File: src/rtl/rst_seq_pkg.sv
// rst_seq_pkg: shared types and constants for the reset sequencer.
//   state_t     - sequencer states (2-bit encoding)
//   MIN_*       - smallest legal values of the sequencer parameters
//   cnt_width() - width of the shared hold/soft-pulse counter
`timescale 1ns/1ps
package rst_seq_pkg;

    typedef enum logic [1:0] {
        ST_ASYNC = 2'd0,
        ST_HOLD  = 2'd1,
        ST_RUN   = 2'd2,
        ST_SOFT  = 2'd3
    } state_t;

    localparam int unsigned MIN_SYNC_STAGES     = 2;
    localparam int unsigned MIN_HOLD_CYCLES     = 1;
    localparam int unsigned MIN_SOFT_RST_CYCLES = 1;

    // The counter never has to hold more than the longer of the two
    // phases, so size it for max(hold, soft) without wrap.
    function automatic int unsigned cnt_width(input int unsigned hold_cycles,
                                              input int unsigned soft_cycles);
        int unsigned longest;
        longest = (hold_cycles > soft_cycles) ? hold_cycles : soft_cycles;
        return $clog2(longest + 1);
    endfunction

endpackage

File: src/rtl/rst_sequencer_if.sv
// rst_sequencer_if: reset/status bundle between the sequencer and its user.
//   soft_rst_req  - level request for a software reset (rising edge acts)
//   async_rst_out - active-high reset for the flop stage's async input
//   sync_rst      - active-high reset for the flop stage's sync input
//   rst_done      - high while downstream logic is out of reset
// Modports: master = reset consumer / requester, slave = sequencer.
`timescale 1ns/1ps
interface rst_sequencer_if;

    logic soft_rst_req;
    logic async_rst_out;
    logic sync_rst;
    logic rst_done;

    modport master (
        output soft_rst_req,
        input  async_rst_out,
        input  sync_rst,
        input  rst_done
    );

    modport slave (
        input  soft_rst_req,
        output async_rst_out,
        output sync_rst,
        output rst_done
    );

endinterface

File: src/rtl/rst_sync_chain.sv
// rst_sync_chain: reset synchronizer, asynchronous assert / synchronous
// deassert.
//   clk         - system clock
//   async_rst_n - raw active-low asynchronous reset
//   rst_sync_n  - synchronized active-low reset, rises SYNC_STAGES edges
//                 after async_rst_n goes high
`timescale 1ns/1ps
module rst_sync_chain #(
    parameter int unsigned SYNC_STAGES = 2
) (
    input  logic clk,
    input  logic async_rst_n,
    output logic rst_sync_n
);

    logic [SYNC_STAGES-1:0] chain;

    always_ff @(posedge clk or negedge async_rst_n) begin
        if (!async_rst_n) begin
            chain <= '0;
        end else begin
            chain <= {chain[SYNC_STAGES-2:0], 1'b1};
        end
    end

    assign rst_sync_n = chain[SYNC_STAGES-1];

endmodule

File: src/rtl/rst_sequencer.sv
// rst_sequencer: turns a raw board reset into the async and stretched sync
// resets of the flop stage, plus a software-requested sync-reset pulse.
//   clk         - system clock
//   async_rst_n - raw active-low asynchronous reset
//   bus         - slave side of rst_sequencer_if:
//                 soft_rst_req in; async_rst_out, sync_rst, rst_done out
// Out-of-range parameters are clamped to their smallest legal values.
`timescale 1ns/1ps
module rst_sequencer
    import rst_seq_pkg::*;
#(
    parameter int unsigned SYNC_STAGES     = 2,
    parameter int unsigned HOLD_CYCLES     = 8,
    parameter int unsigned SOFT_RST_CYCLES = 4
) (
    input  logic              clk,
    input  logic              async_rst_n,
    rst_sequencer_if.slave    bus
);

    localparam int unsigned SYNC_N = (SYNC_STAGES < MIN_SYNC_STAGES) ?
                                     MIN_SYNC_STAGES : SYNC_STAGES;
    localparam int unsigned HOLD_N = (HOLD_CYCLES < MIN_HOLD_CYCLES) ?
                                     MIN_HOLD_CYCLES : HOLD_CYCLES;
    localparam int unsigned SOFT_N = (SOFT_RST_CYCLES < MIN_SOFT_RST_CYCLES) ?
                                     MIN_SOFT_RST_CYCLES : SOFT_RST_CYCLES;
    localparam int unsigned CW     = cnt_width(HOLD_N, SOFT_N);

    // ST_HOLD is entered one edge after the chain releases (see ST_ASYNC),
    // so it runs one cycle short to keep sync_rst falling after
    // E(SYNC_STAGES + HOLD_CYCLES).
    localparam logic [CW-1:0] HOLD_LAST = CW'((HOLD_N >= 2) ? HOLD_N - 2 : 0);
    localparam logic [CW-1:0] SOFT_LAST = CW'(SOFT_N - 1);

    state_t          state;
    state_t          state_next;
    logic [CW-1:0]   cnt;
    logic [CW-1:0]   cnt_next;
    logic            req_q;
    logic            sync_rst_q;
    logic            rst_done_q;
    logic            rst_sync_n;

    rst_sync_chain #(
        .SYNC_STAGES (SYNC_N)
    ) u_sync_chain (
        .clk         (clk),
        .async_rst_n (async_rst_n),
        .rst_sync_n  (rst_sync_n)
    );

    always_ff @(posedge clk or negedge async_rst_n) begin
        if (!async_rst_n) begin
            state      <= ST_ASYNC;
            cnt        <= '0;
            req_q      <= 1'b0;
            sync_rst_q <= 1'b1;
            rst_done_q <= 1'b0;
        end else begin
            state      <= state_next;
            cnt        <= cnt_next;
            req_q      <= bus.soft_rst_req;
            // Flags are registered from the next state so no input reaches
            // an output combinationally.
            sync_rst_q <= (state_next != ST_RUN);
            rst_done_q <= (state_next == ST_RUN);
        end
    end

    always_comb begin
        state_next = state;
        cnt_next   = cnt + CW'(1);
        unique case (state)
            ST_ASYNC: begin
                cnt_next = '0;
                // The chain output is seen here one edge after async_rst_out
                // has already fallen; a single-cycle hold is therefore fully
                // covered by that edge and goes straight to RUN.
                if (rst_sync_n) begin
                    state_next = (HOLD_N == 1) ? ST_RUN : ST_HOLD;
                end
            end
            ST_HOLD: begin
                if (cnt == HOLD_LAST) begin
                    state_next = ST_RUN;
                    cnt_next   = '0;
                end
            end
            ST_RUN: begin
                cnt_next = '0;
                if (bus.soft_rst_req && !req_q) begin
                    state_next = ST_SOFT;
                end
            end
            ST_SOFT: begin
                if (cnt == SOFT_LAST) begin
                    state_next = ST_RUN;
                    cnt_next   = '0;
                end
            end
            default: begin
                state_next = ST_ASYNC;
                cnt_next   = '0;
            end
        endcase
    end

    assign bus.async_rst_out = ~rst_sync_n;
    assign bus.sync_rst      = sync_rst_q;
    assign bus.rst_done      = rst_done_q;

endmodule
File: src/flat_wrapper.sv
// flat-port wrapper written by rule: the top's interface ports become plain ports
module rst_sequencer_flat import rst_seq_pkg::*;
#(
    parameter int unsigned SYNC_STAGES     = 2,
    parameter int unsigned HOLD_CYCLES     = 8,
    parameter int unsigned SOFT_RST_CYCLES = 4
)
  (clk, async_rst_n, bus_soft_rst_req, bus_async_rst_out, bus_sync_rst, bus_rst_done);
  rst_sequencer_if bus_i ();
  input  logic clk;
  input  logic async_rst_n;
  input wire logic [$bits(bus_i.soft_rst_req)-1:0] bus_soft_rst_req;
  output wire logic [$bits(bus_i.async_rst_out)-1:0] bus_async_rst_out;
  output wire logic [$bits(bus_i.sync_rst)-1:0] bus_sync_rst;
  output wire logic [$bits(bus_i.rst_done)-1:0] bus_rst_done;
  assign bus_i.soft_rst_req = bus_soft_rst_req;
  assign bus_async_rst_out = bus_i.async_rst_out;
  assign bus_sync_rst = bus_i.sync_rst;
  assign bus_rst_done = bus_i.rst_done;
  rst_sequencer #(.SYNC_STAGES(SYNC_STAGES), .HOLD_CYCLES(HOLD_CYCLES), .SOFT_RST_CYCLES(SOFT_RST_CYCLES)) u_core (.clk(clk), .async_rst_n(async_rst_n), .bus(bus_i));
endmodule
File: config.mk
export PLATFORM = sky130hd
export DESIGN_NAME = rst_sequencer_flat
export DESIGN_NICKNAME = d
export VERILOG_FILES = /design/src/rtl/rst_seq_pkg.sv /design/src/rtl/rst_sequencer_if.sv /design/src/rtl/rst_sync_chain.sv /design/src/rtl/rst_sequencer.sv /design/src/flat_wrapper.sv
export SDC_FILE = /design/constraint.sdc
export NUM_CORES = 1
export LEC_CHECK = 0
export ABC_AREA = 1
export CAP_MARGIN = 15
export CORE_AREA = 8 8 45 47
export CTS_CLUSTER_SIZE = 40
export DETAILED_ROUTE_END_ITERATION = 10
export DIE_AREA = 0 0 53 55
export HOLD_SLACK_MARGIN = 0.1
export PLACE_DENSITY_LB_ADDON = 0.05
export SETUP_SLACK_MARGIN = 0.02
export SLEW_MARGIN = 40
export SYNTH_ARGS = -nofsm -noshare
export SYNTH_HDL_FRONTEND = slang
export SYNTH_HIERARCHICAL = 1
export SYNTH_SLANG_ARGS = --single-unit
File: constraint.sdc
create_clock -name clk -period 1.5 [get_ports clk]
set_input_delay 0.45 -clock clk [delete_from_list [all_inputs] [get_ports clk]]
set_output_delay 0.45 -clock clk [all_outputs]
set_load 0.05 [all_outputs]
Word level (Yosys, flattened, before mapping). Index checks and enable logic that the tools add are counted.

Logic and storage cells: 27. Output and inout port bits: 3. Bits in registers: 11.

Reductions and logical operators: 4. Equal/unequal tests: 7. Mux-type cells: 8. Add/sub/neg operators: 1. Bitwise logic cells: 1.

Operators with widths (count): case mux 4 bit (3 select lines) (1); 2-to-1 mux 2 bit (4); 2-to-1 mux 4 bit (2); case mux 2 bit (4 select lines) (1); equality test 2 bit, second input constant (3); adder 4 x 1 -> 4 bit, second input constant (1); equality test 4 x 2 -> 1 bit, second input constant (1); equality test 4 x 3 -> 1 bit, second input constant (1); equality test 2 x 1 -> 1 bit, second input constant (1); logical NOT 2 bit (1); inequality test 2 bit, second input constant (1); OR reduction 2 bit (1); logical AND 1 bit (1); logical NOT 1 bit (1); NOT 1 bit (1).

Longest topological paths before layout. Gate-level depths: netlist (run 1).

Word-level depth: 5. Gate-level depth with buffers: 7.

Modules after synthesis. The synthesis (run 1) kept the hierarchy.

Modules (own cells, without submodules): rst_sequencer (seq. area each 226.5 um2, area an instance 444.2 um2, instances 1, cells an instance 47); rst_sync_chain (seq. area each 50.0 um2, area an instance 53.8 um2, instances 1, cells an instance 3).

Least setup slack after synthesis (run 1). Ideal clock, no wire load.

Path kind: register -> output. From: register u_core.u_sync_chain.chain[1]. To: output port bus_async_rst_out. Arrival: 664 ps. Setup slack: 386 ps. Required time: 1050 ps. Stages on the path, launching flop included: 2. Cells stage by stage: dfrtp_1 -> inv_1.

Word-level cells in the longest chain between the ends: 1.

Ends and longest elaborated chain: start: declaration (RTL line rst_sync_chain.sv:16) `logic [SYNC_STAGES-1:0] chain;`; start signal: assignment (RTL line rst_sync_chain.sv:22) `chain <= {chain[SYNC_STAGES-2:0], 1'b1};`; NOT 1 bit (RTL line rst_sequencer.sv:108) `assign bus.async_rst_out = ~rst_sync_n;`; end: declaration (RTL line flat_wrapper.sv:13) `output wire logic [$bits(bus_i.async_rst_out)-1:0] bus_async_rst_out;`.

Every way passes these cells.

Final worst setup path (run 1).
From: register u_core.sync_rst_q (netlist: u_core/bus.sync_rst). To: output port bus_sync_rst.

RTL lines: start: declaration (RTL line rst_sequencer.sv:40) `logic sync_rst_q;`; start signal: assignment (RTL line rst_sequencer.sv:65) `sync_rst_q <= (state_next != ST_RUN);`; end: declaration (RTL line flat_wrapper.sv:14) `output wire logic [$bits(bus_i.sync_rst)-1:0] bus_sync_rst;`.

No word-level cell between the ends.

==> results of run 1 <==
worst min path at each step:
stage               slack [ps]                          from                      endpoint
global route               360  u_core/u_sync_chain/chain[0]  u_core/u_sync_chain/chain[1]
global placement           340  u_core/u_sync_chain/chain[0]  u_core/u_sync_chain/chain[1]
finish                     360  u_core/u_sync_chain/chain[0]  u_core/u_sync_chain/chain[1]
detailed placement         340  u_core/u_sync_chain/chain[0]  u_core/u_sync_chain/chain[1]
CTS                        360  u_core/u_sync_chain/chain[0]  u_core/u_sync_chain/chain[1]
floorplan                  150                   async_rst_n           u_core/bus.rst_done
state kept, by name, indices dropped and copies added (netlist names):
| signal | cells |
|---|---|
| u_core/state | 2 |
| u_core/cnt | 4 |
| u_core/u_sync_chain/chain | 2 |
| u_core/bus.sync_rst | 1 |
| u_core/bus.rst_done | 1 |
| u_core/req_q | 1 |
per-stage QoR:
stage,area [sq um],std cells,utilization,power (W)
2_1_floorplan,498,50,-,0.000805
3_5_place_dp,598,71,0.432,0.00102
6_report,626,75,0.452,0.00121
3_3_place_gp,598,71,0.432,0.00100
4_1_cts,626,75,0.452,0.00123
5_1_grt,626,75,0.452,0.00131
routing by layer:
metal  track usage  share of wire
met2        0.0879           0.46
met1        0.0923           0.48
met4        0.0388              0
met5             0              0
met3        0.0508          0.056
logic make-up (layout without fill, tap and decap cells):
family,count (synthesis),in the layout,synth area share
buffers and inverters,10,19,0.0754
AND/OR/NAND/NOR,21,21,0.236
AO/OA/AOI/OAI,3,3,0.0327
XOR/XNOR,1,1,0.0176
flip-flops,11,11,0.555
adder cells (fa/ha/maj),3,3,0.0754
other,1,1,0.00753
power groups by stage:
| stage | Combinational (W) | Clock, W | Sequential [W] |
|---|---|---|---|
| detailed placement | 0.000522 | 0 | 0.000493 |
| CTS | 0.000523 | 0.000214 | 0.000489 |
| floorplan | 0.000247 | 0 | 0.000558 |
| global placement | 0.000512 | 0 | 0.000489 |
| global route | 0.000570 | 0.000235 | 0.000504 |
| finish | 0.000517 | 0.000201 | 0.000493 |
placed cells by master (no fill, tap or decap):
master            n
a21oi_1           1
buf_12            3
clkbuf_4          3
clkdlybuf4s50_1   2
clkinv_1          1
clkinv_2          1
conb_1            1
dfrtp_1          10
dfstp_2           1
ha_1              3
inv_1             7
inv_2             2
nand2_1           5
nand2_2           2
nand2_4           1
nand3_1           2
nand3_2           1
nand4_1           3
nor2_1            5
nor2_2            1
nor2_4            1
o21ai_0           1
o22ai_1           1
xnor2_1           1
cell type report:
class | instances | area, sq um | area share
flip-flops and latches | 11 | 277 | 0.442
multi-input cells | 29 | 184 | 0.294
repair buffers | 5 | 80.1 | 0.128
inverters | 10 | 37.5 | 0.0600
clock buffers | 3 | 22.5 | 0.0360
well taps | 16 | 20.0 | 0.0320
clock inverters | 1 | 5.00 | 0.00800
worst register-to-register path: stages, from the launching register on:
cell     delay, ps
dfrtp_1        440
inv_1           80
ha_1           190
nand3_2        100
nand2_2        110
nand2_4         70
inv_2           60
nor2_1          40
==> results by group, run 1 <==
Synthesis
  – Synth cell types: 20
  – Ys flop type: dfrtp_1
  – Register area share after synthesis: 0.555
  – Yosys reg bits: 11
  – Post-Synthesis Cells: 50
  – Syn_nets: 56
  – Yosys top cell by area: dfrtp_1
  – Synth warnings: 6
  – Most used standard cell by instance count after synthesis: dfrtp_1
  – Synth top cells by count: dfrtp_1, inv_1, nand2_1, nor2_1
  – Top-area cell type share of the netlist area: 0.503
  – Mapped Avg Cell Area: 9.96 sq um
  – Async S/R FF share, synth: 1.00
  – Post-synth EDFFs: 0
  – Mapped Area: between 400 and 500 sq um
  – Synth area leaders: dfrtp_1, ha_1, dfstp_2

Critical path
  – Kind of critical path: reg2out
  – Startpoint Class: register
  – CP Depth: 1
  – Critical path arrival: approximately 940 ps
  – CP Max Fanout: 1
  – Worst r2r src: u_core/cnt[0]
  – Crit-path max cell delay: ~550 ps
  – Reg-to-Reg End: u_core/cnt[0]
  – Flop2flop setup slack: around 290 ps
  – Crit path from: u_core/bus.sync_rst
  – Critical Path End Type: primary output
  – Worst path cell trace: buf_12
  – Critical Path Slowest Stage Cell: dfstp_2
  – CP endpoint: bus_sync_rst
  – Buf/Inv on CP: 1
  – Reg2reg path depth: 7
  – Critical path's top delay family: flip-flops
  – Required @ worst endpoint: 1050 ps

Placed design
  – GPL Wtd Cong: 0.727
  – Setup WS pre-CTS: 92.8 ps
  – DP HPWL: about 630 um
  – Port buffer count: 5

STA
  – Max frequency: 718 MHz
  – Setup TNS: 0 ps
  – Final-report max-slew violation count: 0
  – RSZ-0062 raised after global routing: no
  – Hold Vio Cnt, Final: 0
  – Final setup margin: 107 ps
  – WHS: 358 ps
  – Final period util: 0.929
  – Min cycle time layout: 1390 ps
  – # setup viols final: 0
  – Final clock skew: around 2.7 ps

Detailed routing
  – Initial drt markers: 7
  – Total Wirelength: 835 um
  – DRT Pass-1 Iters: 4
  – DRC: 0
  – Via count: 344
  – Post-DR vias/cell: between 4 and 5
  – Post-detailed-route wirelength per cell: approximately 11 um
  – Final antenna-violating net count: 0

Clocking
  – Reg clk slew, reported paths: ~70 ps
  – CTS tree: done
  – Post-CTS Setup Repair Bufs: 0
  – Bufs on Longest Clock Path: 2
  – Clock Sinks: 11
  – CTS Buf Count: 3
  – CTS Hold Bufs: 0
  – CTS resizes: 0
  – CTS H-tree lvls: 1
  – Clk Latency, worst-skew pair: 260 ps
  – CTS Root Cell: clkbuf_4

Power and ir drop
  – P per Cell Area: 1940 nW/um^2
  – Power Internal: just over 0.0007 W
  – Seq pwr share: 0.407
  – Switching part of the total: 0.408
  – Combinational Power Share: 0.427
  – Lkg Pwr: 0.302 nW
  – VDD IR max: 0.00100 V
  – P_sw: ~0.00049 W
  – Clock power share: 0.166

Die
  – Core area: around 1400 sq um
  – Row cnt: 14
  – Initial Utilization: 0.360
  – IO Pins: 6
  – Die Ht: approximately 55 um
  – Die area: approximately 3000 sq um
  – Die width: roughly 53 um

Final layout
  – Ratio of cells with drive above 1 in the final layout: 0.271
  – Final #Nets: 66
  – Layout area overhead: 25.6%
  – Antenna Cells: 0
  – Fill count: around 130

Global routing
  – Vias in the first global route: about 300
  – Largest net degree at the start of global routing: 12
  – Initial antenna violation count: 0
  – First-pass GRT wire length: between 1 and 1.5 mm
  – Total track usage: 0.0729
  – Total gr overflow: 0

Run status
  – Status: finished, final reports clean

Flow run
  – Max Cap Viol: 0

Min path
  – Hold-critical path depth: 0
  – Hold Crit Class: reg2reg
(Power assumes the default switching activity.)
==> run 2: changes to the inputs <==
--- a/config.mk
+++ b/config.mk
@@ -13,6 +13,7 @@
 export DIE_AREA = 0 0 53 55
 export HOLD_SLACK_MARGIN = 0.1
 export PLACE_DENSITY_LB_ADDON = 0.05
+export REMOVE_ABC_BUFFERS = 1
 export SETUP_SLACK_MARGIN = 0.02
 export SLEW_MARGIN = 40
 export SYNTH_ARGS = -nofsm -noshare
==> constraint.sdc (replaced) <==
create_clock -name clk -period 1.7 [get_ports clk]
set_input_delay 0.51 -clock clk [delete_from_list [all_inputs] [get_ports clk]]
set_output_delay 0.51 -clock clk [all_outputs]
set_load 0.05 [all_outputs]
==> results of run 2 <==
The final DEF is identical to that of run 1. Status: finished, final reports clean.
Among the figures that moved: setup slack after placement 92.8 ps -> 233 ps; setup slack after layout 107 ps -> 247 ps; register-to-register setup slack 290 ps -> 490 ps; total power 0.00121 W -> 0.00107 W; worst IR drop on VDD 0.00100 V -> 0.000885 V
==> run 3: changes to the inputs <==
--- a/config.mk
+++ b/config.mk
@@ -7,6 +7,8 @@
 export LEC_CHECK = 0
 export ABC_AREA = 1
 export CAP_MARGIN = 15
+export CELL_PAD_IN_SITES_DETAIL_PLACEMENT = 1
+export CELL_PAD_IN_SITES_GLOBAL_PLACEMENT = 1
 export CORE_AREA = 8 8 45 47
 export CTS_CLUSTER_SIZE = 40
 export DETAILED_ROUTE_END_ITERATION = 10
==> run 3 against run 2 <==
Net effect: non-clock buffer count is the same; critical path depth did not move; hold slack worse by 7.5 ps; largest cell class unchanged; sequential power about the same; routed wire length rose by 18%; die area unchanged.
==> results by group, run 3 (synthesis results as in run 1) <==
Final layout
  – Biggest regs: u_core/cnt (4), u_core/state (2), u_core/u_sync_chain/chain (2)
  – Reg with most FFs: u_core/cnt
  – Layout area overhead: 25.4%
  – Most frequent cells in the layout: dfrtp_1, inv_1, nand2_1, nor2_1
  – FF+latch area: approximately 280 sq um
  – Final #Nets: 66
  – Commonest non-fill, non-tap cell in the layout: dfrtp_1
  – Final instance area: 624 sq um
  – Ratio of cells with drive above 1 in the final layout: 0.254
  – Area of the multi-input gates: 184 sq um
  – Largest register FFs: 4
  – Fill count: about 160
  – Antenna Cells: 0

STA
  – Final-report max-slew violation count: 0
  – Final setup margin: about 250 ps
  – Hold Vio Cnt, Final: 0
  – Max_slew headroom: 0.668
  – Worst-Margin Slew: 497 ps
  – Setup TNS: 0 ps
  – Final clock skew: between 2 and 3 ps
  – Min cycle time layout: roughly 1400 ps
  – RSZ-0062 raised after global routing: no
  – # setup viols final: 0
  – Final period util: 0.853
  – Max frequency: 690 MHz

Placed design
  – Setup WS pre-CTS: about 180 ps
  – GPL Wtd Cong: a little over 0.7
  – Cell Area, Placed: about 600 sq um
  – Port buffer count: 5

Die
  – Initial Utilization: 0.360
  – Die area: 2920 sq um
  – IO Pins: 6
  – Core area: roughly 1400 sq um
  – Die Ht: between 50 and 60 um
  – Row cnt: 14
  – Die width: 53 um

Clocking
  – CTS Hold Bufs: 0
  – Clock Sinks: 11
  – CTS resizes: 0
  – CTS tree: done
  – Clk Latency, worst-skew pair: about 270 ps
  – CTS Buf Count: 3
  – CTS H-tree lvls: 1
  – Post-CTS Setup Repair Bufs: 0
  – Reg clk slew, reported paths: approximately 60 ps
  – Bufs on Longest Clock Path: 2
  – CTS Root Cell: clkbuf_4

Detailed routing
  – DRC: 0
  – Total Wirelength: slightly below 1 mm
  – Final antenna-violating net count: 0
  – DRT Pass-1 Iters: 1
  – Initial drt markers: 0
  – Via count: 336
  – Post-detailed-route wirelength per cell: around 13 um
  – Post-DR vias/cell: approximately 4.5

Critical path
  – Critical path's top delay family: flip-flops
  – Buf/Inv on CP: 1
  – Crit-path max cell delay: 540 ps
  – Critical path arrival: 940 ps
  – Kind of critical path: reg2out
  – Startpoint Class: register
  – Required @ worst endpoint: ~1200 ps
  – Critical Path Slowest Stage Cell: dfstp_2
  – Worst path cell trace: buf_12
  – CP Max Fanout: 1
  – Critical Path End Type: primary output

Flow run
  – Max Cap Viol: 0

Global routing
  – Largest net degree at the start of global routing: 12
  – Total track usage: 0.0861
  – Total gr overflow: 0
  – Vias in the first global route: 372
  – Initial antenna violation count: 0
  – First-pass GRT wire length: approximately 1.7 mm

Power and ir drop
  – Lkg Pwr: about 0.3 nW
  – VDD IR max: 0.000923 V
  – P per Cell Area: roughly 1700 nW/um^2

Min path
  – Hold Crit Class: reg2reg

Run status
  – Status: finished, final reports clean
[run 3: cell count changes in the layout (fill, tap and decap cells not counted), sizes merged]
cell | before | now
clkbuf | 3 | 4
clkinv | 2 | 1
[run 3: cell type report]
type	count	share of cell area
sequential	11	0.443
multi-input combinational	29	0.295
timing repair buffer	5	0.128
inverter	10	0.0601
clock buffer	4	0.0421
tap	16	0.0321
[run 3: where the power goes]
| part | switching [W] | internal (W) |
|---|---|---|
| Sequential | 0.0000888 | 0.000346 |
| Combinational | 0.000264 | 0.000199 |
| Clock | 0.0000843 | 0.0000908 |
[run 3: stage by stage]
step	utilization	hold WS (ps)	cells	power (W)
after floorplan	-	214	50	0.000711
after global placement	0.432	341	71	0.000885
after detailed placement	0.432	337	71	0.000911
after CTS	0.451	353	75	0.00110
after global routing	0.451	358	75	0.00116
final	0.451	350	75	0.00107
[run 3: layer usage]
layer	part of all wire	vias to the layer above	wire length (um)	global-route usage
met4	0.015	0	15	0.0776
met2	0.52	4	508	0.135
met3	0.044	2	43	0.0267
li1	-	170	-	-
met1	0.42	160	414	0.0923
met5	0	-	0	0
[run 3: worst paths after layout]
kind / start / endpoint / slack [ps] / depth (start not counted)
worst max-delay path: u_core/bus.sync_rst / bus_sync_rst / 250 / 1
max in group asynchronous: async_rst_n / u_core/bus.sync_rst / 770 / 1
worst min-delay path: u_core/u_sync_chain/chain[0] / u_core/u_sync_chain/chain[1] / 350 / 0
worst max register to register: u_core/cnt[0] / u_core/cnt[0] / 470 / 7
worst min register to register: u_core/u_sync_chain/chain[0] / u_core/u_sync_chain/chain[1] / 350 / 0
min in group asynchronous: async_rst_n / u_core/req_q / 570 / 1
